==> src/rtl/powlib_cntr_pkg.sv <==
// Shared constants and helpers for the powlib counter family.
// Direction and mode encodings plus the range-size helper.
package powlib_cntr_pkg;

  localparam logic CNTR_UP = 1'b0;
  localparam logic CNTR_DN = 1'b1;

  localparam int unsigned CNTR_WRAP = 0;
  localparam int unsigned CNTR_SAT  = 1;

  // Number of distinct values in [min, max]; wide enough for a full 32-bit range.
  function automatic longint unsigned rng(longint unsigned min, longint unsigned max);
    return max - min + 1;
  endfunction

endpackage

==> src/rtl/powlib_bcntr_step.sv <==
// Combinational next-value and terminal-count calculator for a bounded counter.
// Shared by the single counter and the planned multi-channel counter array.
module powlib_bcntr_step
  import powlib_cntr_pkg::*;
#(
  parameter int unsigned W   = 8,
  parameter int unsigned MIN = 0,
  parameter int unsigned MAX = 2**W-1,
  parameter int unsigned SAT = CNTR_WRAP
) (
  input  logic [W-1:0] cntr,
  input  logic [W:0]   s,
  input  logic         dn,
  output logic [W-1:0] nxt,
  output logic         hit
);

  localparam int unsigned WP = W + 1;
  localparam logic [W:0] MIN_X = WP'(MIN);
  localparam logic [W:0] MAX_X = WP'(MAX);
  localparam logic [W:0] RNG_X = WP'(rng(MIN, MAX));

  logic [W:0] c_x;
  logic [W:0] h;
  logic [W:0] sum;
  logic       unused_msb;

  // W+1 bit arithmetic: cntr+s and cntr+rng never exceed 2**(W+1)-1.
  always_comb begin
    c_x = {1'b0, cntr};
    h   = '0;
    sum = c_x;
    hit = 1'b0;
    if (s == '0) begin
      sum = c_x;
    end else if (dn == CNTR_UP) begin
      h = MAX_X - c_x;
      if (s < h) begin
        sum = c_x + s;
      end else if (s == h || SAT == CNTR_SAT) begin
        sum = MAX_X;
        hit = 1'b1;
      end else begin
        sum = c_x + s - RNG_X;
        hit = 1'b1;
      end
    end else begin
      h = c_x - MIN_X;
      if (s < h) begin
        sum = c_x - s;
      end else if (s == h || SAT == CNTR_SAT) begin
        sum = MIN_X;
        hit = 1'b1;
      end else begin
        sum = c_x + RNG_X - s;
        hit = 1'b1;
      end
    end
  end

  assign nxt        = sum[W-1:0];
  assign unused_msb = sum[W];

endmodule

==> src/rtl/powlib_bcntr.sv <==
// Bounded up/down counter with wrap/saturate, load clamp, registered tc pulse
// and bound flags. Priority is clr > ld > adv.
module powlib_bcntr
  import powlib_cntr_pkg::*;
#(
  parameter int unsigned W    = 8,
  parameter int unsigned X    = 1,
  parameter int unsigned MIN  = 0,
  parameter int unsigned MAX  = 2**W-1,
  parameter int unsigned INIT = 0,
  parameter int unsigned SAT  = CNTR_WRAP,
  parameter int unsigned ELD  = 1,
  parameter int unsigned EDX  = 0
) (
  input  logic         clk,
  input  logic         rst,
  output logic [W-1:0] cntr,
  input  logic [W-1:0] nval,
  input  logic         adv,
  input  logic         dn,
  input  logic         ld,
  input  logic         clr,
  input  logic [W-1:0] dx,
  output logic         tc,
  output logic         atmax,
  output logic         atmin
);

  if (MIN > MAX || INIT < MIN || INIT > MAX) begin : g_param_check
    $fatal(1, "powlib_bcntr: parameters must satisfy MIN <= INIT <= MAX");
  end

  localparam int unsigned WP = W + 1;
  localparam logic [W-1:0] MIN_W  = W'(MIN);
  localparam logic [W-1:0] MAX_W  = W'(MAX);
  localparam logic [W-1:0] INIT_W = W'(INIT);
  localparam logic [W:0]   RNG_X  = WP'(rng(MIN, MAX));
  localparam logic [W:0]   X_X    = WP'(X);

  logic [W-1:0] cntr_q, cntr_d;
  logic         tc_q, tc_d;
  logic [W:0]   step;
  logic         ld_en;
  logic [W-1:0] nval_c;
  logic [W-1:0] nxt;
  logic         hit;
  logic         unused_ins;

  assign step  = (EDX != 0) ? {1'b0, dx} : X_X;
  assign ld_en = (ELD != 0) && ld;

  always_comb begin
    nval_c = nval;
    if (nval < MIN_W) begin
      nval_c = MIN_W;
    end else if (nval > MAX_W) begin
      nval_c = MAX_W;
    end
  end

  powlib_bcntr_step #(
    .W  (W),
    .MIN(MIN),
    .MAX(MAX),
    .SAT(SAT)
  ) u_step (
    .cntr(cntr_q),
    .s   (step),
    .dn  (dn),
    .nxt (nxt),
    .hit (hit)
  );

  always_comb begin
    cntr_d = cntr_q;
    tc_d   = 1'b0;
    if (clr) begin
      cntr_d = INIT_W;
    end else if (ld_en) begin
      cntr_d = nval_c;
    end else if (adv) begin
      cntr_d = nxt;
      tc_d   = hit;
    end
  end

  always_ff @(posedge clk or posedge rst) begin
    if (rst) begin
      cntr_q <= INIT_W;
      tc_q   <= 1'b0;
    end else begin
      cntr_q <= cntr_d;
      tc_q   <= tc_d;
    end
  end

  // A step wider than the range has no defined result.
  always_ff @(posedge clk) begin
    if (!rst && adv && !clr && !ld_en) begin
      assert (step <= RNG_X)
      else $error("powlib_bcntr: step %0d exceeds range %0d", step, RNG_X);
    end
  end

  assign cntr       = cntr_q;
  assign tc         = tc_q;
  assign atmax      = (cntr_q == MAX_W);
  assign atmin      = (cntr_q == MIN_W);
  assign unused_ins = ^{dx, nval, ld};

endmodule

==> config.mk <==
export PLATFORM = sky130hd
export DESIGN_NAME = powlib_bcntr
export DESIGN_NICKNAME = d
export VERILOG_FILES = /design/src/rtl/powlib_cntr_pkg.sv /design/src/rtl/powlib_bcntr_step.sv /design/src/rtl/powlib_bcntr.sv
export SDC_FILE = /design/constraint.sdc
export NUM_CORES = 1
export LEC_CHECK = 0
export ABC_CLOCK_PERIOD_IN_PS = 2450
export CAP_MARGIN = 5
export CORE_ASPECT_RATIO = 1.2
export CORE_MARGIN = 2
export CORE_UTILIZATION = 45
export DETAILED_ROUTE_END_ITERATION = 7
export DONT_BUFFER_PORTS = 1
export PLACE_DENSITY = 0.7
export SYNTH_ARGS = -nofsm -noshare
export SYNTH_HDL_FRONTEND = slang
export SYNTH_HIERARCHICAL = 1
export SYNTH_SLANG_ARGS = --single-unit
==> constraint.sdc <==
create_clock -name clk -period 2.45 [get_ports clk]
set_input_delay 0.1225 -clock clk [delete_from_list [all_inputs] [get_ports clk]]
set_output_delay 0.1225 -clock clk [all_outputs]
set_load 0.01 [all_outputs]
==> flow_summary.toml, run 1 <==
[outcome]
status = "complete, no violations"

[routing]
route.detailed.drc = 0
vias = 1611
viasPerCell = 5.299
routedWlPerCell_um = 14.25
first_pass_iters = 4
postRouteAntennaNets = 0
drt-total-wl_um = 4333
drtIter0Drc = 71

[worst_setup_path]
crit_fanout = 3
worst-endpoint-required_ps = 2590
critical_path_class = "flip-flop to flip-flop"
end_kind = "flip-flop"
arrival_ps = 2570
start_kind = "flip-flop"

[sta]
whs_ps = 9.794
setup_viol = 0
skew_ps = 1.566
fmax_mhz = 411.7
fin_crit_sh_pct = 99.13
rsz0062_at_grt = "true"
hold_viol_final = 0
slew_violations = 0
fin_tns_setup_ps = 0
fin_crit_ps = 2429

[die]
die_x_um = 59.22
core_region_area_mm2 = 0.003573
io_pins = 33
die_y_um = 70.27
die-area_mm2 = 0.004161
initial_core_util_pct = 46.08
std_cell_rows = 24

[clock_network]
clk_latency_ps = 230
cts_tree = "done"
clock_sinks = 9
htreeDepth = 1
clockBufferDepth = 2
clk_pin_slew_ps = 40
numCtsBuffers = 3
cts_root_buf = "clkbuf_8"

[logic_synthesis]
yosysWarnings = 6
synth-edff-count = 0
async_flop_share_pct = 100.0
synth_seq_cells = 9
syn_inst = 205
synth-seq-area-share_pct = 13.68
synth.cell_area_mm2 = 0.001647
ys_types = 48
syn_avg_cell_area_um2 = 8.032
yosys_most_used_dff = "dfrtp_1"

[cells_and_area]
layout-drive-gt1-share_pct = 22.64
fillCellCount = 331
insertedDiodeCount = 0
layout.nets = 315
syn_to_final_growth_pct = 30.47

[pwr]
power_frac_comb_pct = 57.9
p_clk_share_pct = 21.0
ir_worst_vdd_mv = 0.3489
leakage_nw = 1.011
p_sw_share_pct = 38.54
intPower_uw = 502.6
seqPwrFrac_pct = 21.0
p_sw_uw = 315.2
cellPowerDensity_mw_per_mm2 = 380.7

[grt]
grt_pass1_wl_um = 7155
antenna_found_initial = 0
track_usage_pct = 22.03
grt_pass1_vias = 1556
grt_max_degree = 18
overflow = 0

[min_path]
hp-class = "input pin to flip-flop"

[place]
gp_congestion = 0.8849
dp_hpwl_um = 3496
portBuffers = 0

[run]
maxCapViolCount = 0
## logic make-up after synthesis
group	share of synthesized area (%)
and+or+nand+nor	23.63
AOI/OAI and AO/OA	23.18
buffers and inverters	9.575
adders and majority gates	21.43
DFF	13.68
muxes	4.863
xor gates and xnor gates	3.191
other	0.4561
## power groups by stage
stage	sequential [mW]	clock [mW]	combinational [mW]
floorplan	0.189	0	0.291
global placement	0.172	0	0.406
detailed placement	0.173	0	0.410
CTS	0.171	0.172	0.424
global route	0.173	0.187	0.525
finish	0.172	0.172	0.474
## final timing paths
kind	start	end	slack, ps	cells past startpoint
max	cntr[1]$_DFFE_PP0P_	cntr[4]$_DFFE_PP0P_	20	10
min	adv	tc$_DFF_PP0_	10	2
max reg2reg	cntr[1]$_DFFE_PP0P_	cntr[4]$_DFFE_PP0P_	20	10
min reg2reg	cntr[7]$_DFFE_PP0P_	cntr[7]$_DFFE_PP0P_	790	3
max in group asynchronous	rst	cntr[0]$_DFFE_PP0P_	1880	2
min in group asynchronous	rst	cntr[2]$_DFFE_PP0P_	300	2
## layer usage
metal	vias to the layer above	track usage, %	share of wire (%)
li1	817	-	-
met1	748	26.64	42
met2	40	39.93	53
met3	6	3.148	3.6
met4	0	4.545	1.9
met5	-	0	0
## final cells by class
| type | instances | area, um^2 | area share [%] |
|---|---|---|---|
| Inverter | 26 | 100.1 | 4.659 |
| Multi-Input combinational cell | 195 | 1486 | 69.19 |
| Clock buffer | 4 | 45.04 | 2.097 |
| Sequential cell | 9 | 227.7 | 10.60 |
| Tap cell | 39 | 48.80 | 2.271 |
| Timing Repair Buffer | 31 | 240.2 | 11.18 |
## cell usage in the layout, fill, tap and decap left out, drive strengths merged, types with 9 or more instances in the layout
master  count
buf        28
o21a        9
a211oi     10
inv        26
conb       34
ha         25
a21oi      10
dfrtp       9
nor2       14
nor2b      11
## worst max-delay path: stages (launching register included)
cell	delay, ps
dfrtp_2	380
inv_4	50
ha_4	210
nor2b_4	120
o21a_1	210
nor4b_2	330
o31a_4	190
or3b_1	340
a31oi_1	180
mux2i_1	90
a211oi_1	230
## cell usage after synthesis (all sizes together), types with 4 or more instances
cell type  number  area (um^2)
nor2           14        52.55
nor2b          11        68.82
nor3            7        35.03
a211oi         10        75.07
o21a            9        67.56
inv            26        97.60
dfrtp           9        225.2
a21oi          10        50.05
o21ai           7        38.79
mux2i           8        80.08
ha             25        312.8
a31oi           6        37.54
nand2           4        15.01
or4             4        33.78
nand3           8        40.04
xnor2           6        52.55
## what timing repair did
action                                  CTS  global route
cloned                                    0             0
pin swaps                                 2            16
endpoints found under the setup margin    3             7
resized for setup                         3            16
hold buffers                              3             0
buffers inserted                          0             5
hold endpoints to repair                 18             0
## registers in the layout (all words and copies together) (netlist names)
signal and count:
cntr 8, tc 1
## per-stage QoR
step / instances / instance area, um^2 / util [%] / worst slack [ps] / power (mW)
after detailed placement: 292 / 1943 / 54.38 / -78.05 / 0.5835
final: 304 / 2148 / 60.12 / 21.29 / 0.8178
after global placement: 292 / 1943 / 54.38 / -52.72 / 0.5786
after floorplan: 237 / 1782 / - / 2.299 / 0.4807
after global routing: 304 / 2148 / 60.12 / -117.8 / 0.8848
after CTS: 299 / 2034 / 56.93 / 11.34 / 0.7668
No activity file was read; power rests on OpenSTA's default activity.
==> run 2, diff against run 1 <==
--- a/config.mk
+++ b/config.mk
@@ -5,6 +5,7 @@
 export SDC_FILE = /design/constraint.sdc
 export NUM_CORES = 1
 export LEC_CHECK = 0
+export ABC_AREA = 1
 export ABC_CLOCK_PERIOD_IN_PS = 2450
 export CAP_MARGIN = 5
 export CORE_ASPECT_RATIO = 1.2
@@ -12,6 +13,7 @@
 export CORE_UTILIZATION = 45
 export DETAILED_ROUTE_END_ITERATION = 7
 export DONT_BUFFER_PORTS = 1
+export MAX_ROUTING_LAYER = met4
 export PLACE_DENSITY = 0.7
 export SYNTH_ARGS = -nofsm -noshare
 export SYNTH_HDL_FRONTEND = slang
==> run 2 against run 1 <==
  * Total power fell by 5.0%
  * Highest routed layer unchanged
  * First-iteration DRC count rose by 72%
  * Register-to-register slack better by 250 ps
  * Routed wire length is 11% higher
  * Synthesized area rose by 14%
  * Sequential cell count did not move
  * Core utilization down 7.0 points
  * Final cell count grew 34%
  * Final area decreased by 1.8%
  * Clock power hardly changed
  * Maximum frequency is 12% higher
  * Critical path depth grew 5
==> flow_summary.toml, run 2 <==
[sta]
hold_viol_final = 0
fin_tns_setup_ps = 0
rsz0062_at_grt = "false"
fmax_mhz = 459.8
skew_ps = 2.039
slew_violations = 0
fin_crit_ps = 2175
fin_crit_sh_pct = 88.77
whs_ps = 53.58
setup_slack_ps = 275.1
setup_viol = 0

[worst_setup_path]
crit_start = "cntr[0]$_DFFE_PP0P_"
end_kind = "flip-flop"
slowest_stage = "dfrtp_1"
worst-endpoint-required_ps = 2580
start_kind = "flip-flop"
critical_path_class = "flip-flop to flip-flop"
r2r-start = "cntr[0]$_DFFE_PP0P_"
worst_path_most_repeated_cell = "nand2_1"
crit_chain = "inv_1, ha_1, fa_1, inv_1, nand4_1, nand3_1, nand2_1, nand3_1, nor2_1, nor2_1, nor2_1, nand2_1, nand2_1, nand2_1, nand2_1"
arrival_ps = 2300
cpPeakStageDelay_ps = 390
crit_fanout = 4

[logic_synthesis]
yosys-top-cells-count = "nand2_1, nor2_1, nand3_1"
syn_avg_cell_area_um2 = 5.966
yosys_most_used_dff = "dfrtp_1"
async_flop_share_pct = 100.0
synth.cell_area_mm2 = 0.001879
yosysWarnings = 6
synth_top_area_cell = "nand2_1"
yosysTopAreaCellShare_pct = 17.78
ys_types = 35
synth_seq_cells = 9
syn_inst = 315
synth-edff-count = 0
synth.area.top_cells = "nand2_1, ha_1, dfrtp_1"
synth-seq-area-share_pct = 11.98
yosysMostFrequentCell = "nand2_1"

[grt]
grt_util_met2_pct = 40.43
grt_use_met1_pct = 26.37
overflow = 0
track_usage_pct = 22.31
grt_max_degree = 18
grtUsageMet3_pct = 0.8969
antenna_found_initial = 0
grt_pass1_vias = 1764
top_usage_layer = "met2"
grt_pass1_wl_um = 8073

[cells_and_area]
finish.instance_area_mm2 = 0.002110
layout-drive-gt1-share_pct = 9.605
final_common_cell = "nand2_1"
mostFrequentLayoutCells = "nand2_1, nor2_1, nand3_1, conb_1, inv_1"
postLayoutCoreUtil_pct = 53.10
layout.nets = 404
fillCellCount = 439
largest_reg_flops = 8
instances_no_fill = 408
insertedDiodeCount = 0
syn_to_final_growth_pct = 12.25

[clock_network]
cts_tree = "done"
clock_sinks = 9
hold_buffers = 1
cts_setup_buffers = 0
cts.repair.resized = 0
htreeDepth = 1
cts_root_buf = "clkbuf_8"
numCtsBuffers = 3
clk_pin_slew_ps = 40
clk_latency_ps = 230
clockBufferDepth = 2

[pwr]
ir_worst_vdd_mv = 0.4953
p_total_uw = 776.7
cellPowerDensity_mw_per_mm2 = 368.2
leakage_nw = 1.250

[min_path]
hp-class = "input pin to flip-flop"
holdCritStartpoint = "clr"

[routing]
drt-total-wl_um = 4823
postRouteAntennaNets = 0
vias = 1969
routedWlPerCell_um = 11.82
first_pass_iters = 4
viasPerCell = 4.826
route.detailed.drc = 0
drtIter0Drc = 122

[place]
dp_hpwl_um = 3855
gp_congestion = 0.8623
portBuffers = 0
post-place-cells = 403
postPlaceCellArea_mm2 = 0.002054
dp_slack_ps = 299.0

[outcome]
status = "complete, no violations"

[die]
initial_core_util_pct = 47.31
die_y_um = 74.79
core_region_area_mm2 = 0.003973
std_cell_rows = 25
io_pins = 33
die-area_mm2 = 0.004711
die_x_um = 63.00

[run]
maxCapViolCount = 0
-- run 2: cell types whose count changed after synthesis, sizes merged, moves of 5 or more --
cell / delta
a211oi: -10
buf: +6
inv: +15
mux2i: -8
nand2: +90
nand3: +30
nand4: +6
nor2: +39
nor2b: -11
nor3: -5
o21a: -9
xnor2: -6
-- run 2: per-layer routing --
layer	part of all wire, %	vias to the layer above
li1	-	1041
met1	43	857
met2	49	63
met3	5.5	8
met4	2.0	0
met5	0	-
-- run 2: cell families after synthesis --
| logic type | share of synthesized area (%) |
|---|---|
| DFF | 11.98 |
| and+or+nand+nor | 48.40 |
| xor gates and xnor gates | 0.4661 |
| AOI/OAI and AO/OA | 6.990 |
| buffers and inverters | 12.98 |
| other | 0.3996 |
| adders and majority gates | 18.78 |
-- run 2: power by group --
part	internal (mW)	switching, mW
logic	0.152	0.283
clock network	0.113	0.0589
registers	0.162	0.00711
total	0.427	0.349
-- run 2: final timing paths --
check	endpoint	slack [ps]	cells past startpoint
max	cntr[6]$_DFFE_PP0P_	280	15
min	cntr[4]$_DFFE_PP0P_	50	3
max reg2reg	cntr[6]$_DFFE_PP0P_	280	15
min reg2reg	cntr[6]$_DFFE_PP0P_	680	3
max in group asynchronous	cntr[4]$_DFFE_PP0P_	1910	2
min in group asynchronous	tc$_DFF_PP0_	290	2
-- run 2: layout make-up --
cell class / count / area, um^2 / share of cell area [%]
multi-input cells: 290 / 1541 / 73.07
well taps: 54 / 67.56 / 3.203
inverters: 42 / 160.2 / 7.592
repair buffers: 9 / 70.07 / 3.321
clock buffers: 4 / 45.04 / 2.135
flip-flops and latches: 9 / 225.2 / 10.68
-- run 2: worst max-delay path, delay by kind of cell, from the launching register on --
kind / cells / cell delay, ps
simple gates: 11 / 820
buf+inv: 2 / 220
flops: 1 / 390
fa+ha+maj: 2 / 630
